===== src/rtl/chain_ctrl_pkg.sv =====
// Purpose: shared types and constants for the chain_ctrl run controller.
// Contents: FSM state enum, LED bit positions, default timing parameters.
// Used by: chain_ctrl (top) and btn_debounce.
package chain_ctrl_pkg;

  typedef enum logic [2:0] {
    ST_IDLE,
    ST_START,
    ST_WAIT,
    ST_DONE,
    ST_ERROR
  } state_e;

  localparam int LED_RUN     = 0;
  localparam int LED_DONE    = 1;
  localparam int LED_ERR     = 2;
  localparam int LED_CNT_LSB = 3;
  localparam int LED_CNT_MAX = 31;

  localparam int DEFAULT_DEBOUNCE_CYCLES = 64;
  localparam int DEFAULT_TIMEOUT_CYCLES  = 4096;

endpackage


===== src/rtl/btn_debounce.sv =====
// Purpose: debounce one asynchronous push-button and emit a one-cycle press pulse.
// Ports: clk_i/reset_i (sync, active-high), btn_i raw button, pulse_o rising-edge
//        pulse of the accepted level (2 sync + DEBOUNCE_CYCLES + 1 cycles after press).
import chain_ctrl_pkg::*;

module btn_debounce #(
  parameter int DEBOUNCE_CYCLES = DEFAULT_DEBOUNCE_CYCLES
) (
  input  logic clk_i,
  input  logic reset_i,
  input  logic btn_i,
  output logic pulse_o
);

  localparam int CW = $clog2(DEBOUNCE_CYCLES + 1);

  logic          meta_q;
  logic          sync_q;
  logic          level_q;
  logic          level_dly_q;
  logic [CW-1:0] cnt_q;

  always_ff @(posedge clk_i) begin
    if (reset_i) begin
      meta_q      <= 1'b0;
      sync_q      <= 1'b0;
      level_q     <= 1'b0;
      level_dly_q <= 1'b0;
      cnt_q       <= '0;
    end else begin
      meta_q      <= btn_i;
      sync_q      <= meta_q;
      level_dly_q <= level_q;
      // Any sample agreeing with the accepted level restarts the stability window,
      // so a glitch shorter than DEBOUNCE_CYCLES never reaches the level.
      if (sync_q == level_q) begin
        cnt_q <= '0;
      end else if (cnt_q == CW'(DEBOUNCE_CYCLES - 1)) begin
        level_q <= sync_q;
        cnt_q   <= '0;
      end else begin
        cnt_q <= cnt_q + CW'(1);
      end
    end
  end

  assign pulse_o = level_q & ~level_dly_q;

endmodule


===== src/rtl/chain_ctrl.sv =====
// Purpose: button-driven run controller issuing NEVENTS ap_start/ap_done handshakes
//          to the HLS chain, with per-event hang timeout and status LEDs.
// Ports: clk/reset (sync, active-high), sw_N start / sw_C clear buttons, ap_* chain
//        handshake, bx bunch crossing, LED {count[4:0], err, done, running}.
import chain_ctrl_pkg::*;

module chain_ctrl #(
  parameter int DEBOUNCE_CYCLES = DEFAULT_DEBOUNCE_CYCLES,
  parameter int NEVENTS         = 8,
  parameter int TIMEOUT_CYCLES  = DEFAULT_TIMEOUT_CYCLES,
  parameter int BX_WIDTH        = 3
) (
  input  logic                clk,
  input  logic                reset,
  input  logic                sw_N,
  input  logic                sw_C,
  output logic                ap_start,
  input  logic                ap_ready,
  input  logic                ap_done,
  input  logic                ap_idle,
  output logic [BX_WIDTH-1:0] bx,
  output logic [7:0]          LED
);

  localparam int TW = $clog2(TIMEOUT_CYCLES + 1);

  logic n_pulse;
  logic c_pulse;

  btn_debounce #(.DEBOUNCE_CYCLES(DEBOUNCE_CYCLES)) u_deb_n (
    .clk_i  (clk),
    .reset_i(reset),
    .btn_i  (sw_N),
    .pulse_o(n_pulse)
  );

  btn_debounce #(.DEBOUNCE_CYCLES(DEBOUNCE_CYCLES)) u_deb_c (
    .clk_i  (clk),
    .reset_i(reset),
    .btn_i  (sw_C),
    .pulse_o(c_pulse)
  );

  state_e                state_q, state_d;
  logic [BX_WIDTH-1:0]   bx_q, bx_d;
  logic [7:0]            evt_q, evt_d;
  logic [TW-1:0]         tmr_q, tmr_d;
  logic                  run_q, run_d;
  logic                  evt_fire;
  logic                  timed_out;

  assign timed_out = (tmr_q >= TW'(TIMEOUT_CYCLES));

  always_comb begin
    state_d  = state_q;
    bx_d     = bx_q;
    evt_d    = evt_q;
    tmr_d    = tmr_q;
    run_d    = run_q;
    evt_fire = 1'b0;

    unique case (state_q)
      ST_IDLE: begin
        if (n_pulse && ap_idle) begin
          state_d = ST_START;
          tmr_d   = '0;
          evt_d   = '0;
          run_d   = 1'b1;
        end
      end
      ST_START: begin
        if (timed_out) begin
          state_d = ST_ERROR;
        end else begin
          tmr_d = tmr_q + TW'(1);
          // ready+done together completes the event without visiting WAIT
          if (ap_ready && ap_done) evt_fire = 1'b1;
          else if (ap_ready)       state_d  = ST_WAIT;
        end
      end
      ST_WAIT: begin
        if (timed_out) begin
          state_d = ST_ERROR;
        end else begin
          tmr_d = tmr_q + TW'(1);
          if (ap_done) evt_fire = 1'b1;
        end
      end
      ST_DONE, ST_ERROR: begin
        // terminal until cleared; n_pulse is ignored
      end
      default: state_d = ST_IDLE;
    endcase

    if (evt_fire) begin
      bx_d  = bx_q + BX_WIDTH'(1);
      evt_d = evt_q + 8'd1;
      if (({1'b0, evt_q} + 9'd1) == 9'(NEVENTS)) begin
        state_d = ST_DONE;
      end else begin
        state_d = ST_START;
        tmr_d   = '0;
      end
    end

    // Clear dominates everything, including a coincident start press.
    if (c_pulse) begin
      state_d = ST_IDLE;
      bx_d    = '0;
      evt_d   = '0;
      tmr_d   = '0;
      run_d   = 1'b0;
    end
  end

  always_ff @(posedge clk) begin
    if (reset) begin
      state_q <= ST_IDLE;
      bx_q    <= '0;
      evt_q   <= '0;
      tmr_q   <= '0;
      run_q   <= 1'b0;
    end else begin
      state_q <= state_d;
      bx_q    <= bx_d;
      evt_q   <= evt_d;
      tmr_q   <= tmr_d;
      run_q   <= run_d;
    end
  end

  assign ap_start = (state_q == ST_START);
  assign bx       = bx_q;

  always_comb begin
    LED                  = '0;
    LED[LED_RUN]         = run_q;
    LED[LED_DONE]        = (state_q == ST_DONE);
    LED[LED_ERR]         = (state_q == ST_ERROR);
    LED[7:LED_CNT_LSB]   = (evt_q > 8'(LED_CNT_MAX)) ? 5'(LED_CNT_MAX) : evt_q[4:0];
  end

endmodule


===== config.mk =====
export PLATFORM = sky130hd
export DESIGN_NAME = chain_ctrl
export DESIGN_NICKNAME = d
export VERILOG_FILES = /design/src/rtl/chain_ctrl_pkg.sv /design/src/rtl/btn_debounce.sv /design/src/rtl/chain_ctrl.sv
export SDC_FILE = /design/constraint.sdc
export NUM_CORES = 1
export LEC_CHECK = 0
export CAP_MARGIN = 30
export CORE_MARGIN = 1
export CORE_UTILIZATION = 41
export CTS_BUF_LIST = sky130_fd_sc_hd__clkbuf_8
export CTS_CLUSTER_SIZE = 10
export DETAILED_ROUTE_END_ITERATION = 7
export HOLD_SLACK_MARGIN = 0.08
export PLACE_DENSITY = 0.72
export SETUP_SLACK_MARGIN = 0.05
export SLEW_MARGIN = 10
export SYNTH_ARGS = -nofsm -noshare
export SYNTH_HDL_FRONTEND = slang
export SYNTH_SLANG_ARGS = --single-unit

===== constraint.sdc =====
create_clock -name clk -period 1.74 [get_ports clk]
set_input_delay 0.435 -clock clk [delete_from_list [all_inputs] [get_ports clk]]
set_output_delay 0.435 -clock clk [all_outputs]
set_load 0.01 [all_outputs]

==> flow_summary.toml, run 1 <==
[synthesis]
synth_nets = 288
synth.yosys.seq_area_share_pct = 42.2
syn_inst = 275
ys_types = 45
synth.yosys.warnings = 0
synth_most_common_cell = "dfxtp_1"
synth_top_area_share_pct = 42.2
avgSynthCellArea_um2 = 8.62
synth-edff-count = 0
yosys_register_bits = 50
synthFlopType = "dfxtp_1"
yosys-top-cells-count = "dfxtp_1, nor2_1, a21oi_1"
synthTopCellsByArea = "dfxtp_1, nor2_1, a21oi_1"
yosysTopAreaCell = "dfxtp_1"
synthesis.area_um2 = 2370
async_flop_share_pct = 0

[clock_tree]
cts_sinks = 50
cts_root_buffer = "clkbuf_8"
cts_tree = "built"
clk_latency_ps = 310
cts.path.max_buffers = 2
cts_htree_levels = 2
ctsHoldBuffers = 0
numCtsBuffers = 5
clkTransAtPathRegs_ps = 100

[grt]
grt_pass1_wl_mm = 8.42
grt_max_degree = 18
antenna_found_initial = 0
grtUsageTotal_pct = 17.4
grt-ovfl-total = 0
grt_pass1_vias = 1916

[cells_and_area]
fin_util_pct = 55.1
nNetsFinal = 341
diodes = 0
nFillCells = 519
syn2layout_area_growth_pct = 28.9
layout.cells.non_filler = 401
drive_gt1_share_pct = 26.1

[sta]
min_period_ps = 1780
rsz0062_at_grt = "yes"
fin_skew_ps = 12.7
worstMarginPinSlew_ps = 460
final-max-slew-violation-count = 0
setup_viol = 1
slew_headroom_pct = 69.0
setup_slack_ps = -36.5
fmax_mhz = 563
final_hold_viol_count = 0
finalCritPeriodShare_pct = 102

[floorplan]
start_util_pct = 42.8
die_y_um = 78.0
num_rows = 27
io_pins = 19
die_width_um = 78.0
fp.coreArea_um2 = 5540
die_area_um2 = 6090

[setup_path]
ff2ff_path_depth = 6
startpoint_type = "flop"
cp.arrival_ps = 2000
reg2reg_to = "tmr_q[10]"
cp_data_required_time_ps = 1960
crit_end = "tmr_q[10]"
r2r_slack_ps = -40
rr_startpoint = "state_q[1]"
cp-end-kind = "flop"
cp_max_fo = 11
critical_path_class = "reg2reg"
cp-startpoint = "state_q[1]"

[route]
final_antenna_net_count = 0
drc = 0
wl_mm = 5.09
wl_per_cell_um = 12.7
num_vias = 2077
viasPerCell = 5.18
dr.pass1.iters = 4
initialDrtViolationCount = 119

[min_path]
hold_class = "reg2reg"

[outcome]
status = "finished, violations left"
violations = "setup timing"

[flow_run]
max-cap-violations = 0

[power]
power.leakage_uw = 0.00128
total_power_uw = 1910
vdd_drop_max_v = 0.000610
p_per_area_nw_per_um2 = 624

[place]
gp_congestion = 0.805
port_buffers = 18
dp_hpwl_mm = 3.59
pre_cts_ws_ps = -305
placedCellCount = 391
## where the power goes
group / internal (uW) / switching (uW)
sequential: 1150 / 2.66
combinational: 29.8 / 28.4
clock: 291 / 407
total: 1470 / 438
## per-stage QoR
stage | hold slack, ps | TNS [ps] | area, um2
after global routing | 448 | -295 | 3060
final | 445 | -36.5 | 3060
after CTS | 453 | -132 | 3000
after detailed placement | 430 | -5160 | 2880
after global placement | 417 | -4820 | 2880
after floorplan | 413 | 0 | 2380
## flip-flops by register name, indices dropped and copies added (netlist names)
signal,flops
bx,3
evt_q,8
run_q,1
state_q,3
tmr_q,13
u_deb_c.cnt_q,7
u_deb_c.level_dly_q,1
u_deb_c.level_q,1
u_deb_c.meta_q,1
u_deb_c.sync_q,1
u_deb_n.cnt_q,7
u_deb_n.level_dly_q,1
u_deb_n.level_q,1
u_deb_n.meta_q,1
u_deb_n.sync_q,1
## critical path: stages (launching register included)
cell and delay, ps:
dfxtp_2 390, buf_4 180, xor2_1 200, nor2b_1 240
buf_4 220, a41oi_1 170, a311oi_2 290
## worst min path at each step
stage	start	endpoint	slack, ps	cells past startpoint
CTS	u_deb_n.meta_q	u_deb_n.sync_q	450	1
global route	u_deb_n.meta_q	u_deb_n.sync_q	450	1
global placement	u_deb_n.meta_q	u_deb_n.sync_q	420	1
floorplan	u_deb_c.cnt_q[0]	u_deb_c.cnt_q[0]	410	1
finish	u_deb_n.meta_q	u_deb_n.sync_q	440	1
detailed placement	u_deb_c.meta_q	u_deb_c.sync_q	430	1
## timing repair
item	4_1_cts	5_1_grt
setup endpoints to repair	23	32
hold endpoints to repair	0	0
pin swaps	1	6
resized for setup	37	21
cloned	0	0
buffers inserted	1	1
## kinds of logic after synthesis
group	count (synthesis)	share of synthesized area, %
AND/OR/NAND/NOR	128	28.1
AO/OA/AOI/OAI	57	16.5
flip-flops	50	42.2
buffers and inverters	16	3.11
XOR/XNOR	14	5.17
adder cells (fa/ha/maj)	6	3.17
multiplexers	4	1.69
## cell usage in the layout (no fill, tap or decap), drive strengths merged, types with 4 or more instances in the layout
cell type and count:
a21oi 21, nand2b 11, xor2 6, nand3 9
xnor2 8, dfxtp 50, clkbuf 6, clkdlybuf4s50 6
buf 45, nor2 45, nor2b 12, and3 10
dlymetal6s2s 4, nand2 15, o21ai 13, inv 6
a31oi 4, ha 6, nor3 8, nand3b 5
mux2i 4
## cell type report
class | count | area (um2) | share of cell area (%)
tap | 72 | 90.1 | 2.95
timing repair buffer | 57 | 470 | 15.4
multi-input combinational | 209 | 1370 | 44.8
inverter | 5 | 18.8 | 0.614
sequential | 50 | 1010 | 33.2
clock buffer | 5 | 68.8 | 2.25
clock inverter | 3 | 25.0 | 0.819
## per-layer routing
layer	track usage, %	wire length [um]
met5	0	0
met4	5.74	55
met1	21.7	2390
met3	4.19	150
met2	29.3	2490
No activity file was read; power rests on OpenSTA's default activity.
==> run 2: changes to the inputs <==
Settings changed: CORE_MARGIN 1 to unset.
==> results of run 2 <==
Same layout as run 1: the final DEF is identical, and so are final timing and power.
==> run 3: changes to the inputs <==
Settings changed: HOLD_SLACK_MARGIN 0.08 to 0.02.
==> results of run 3 <==
Same layout as run 1: the final DEF is identical, and so are final timing and power.
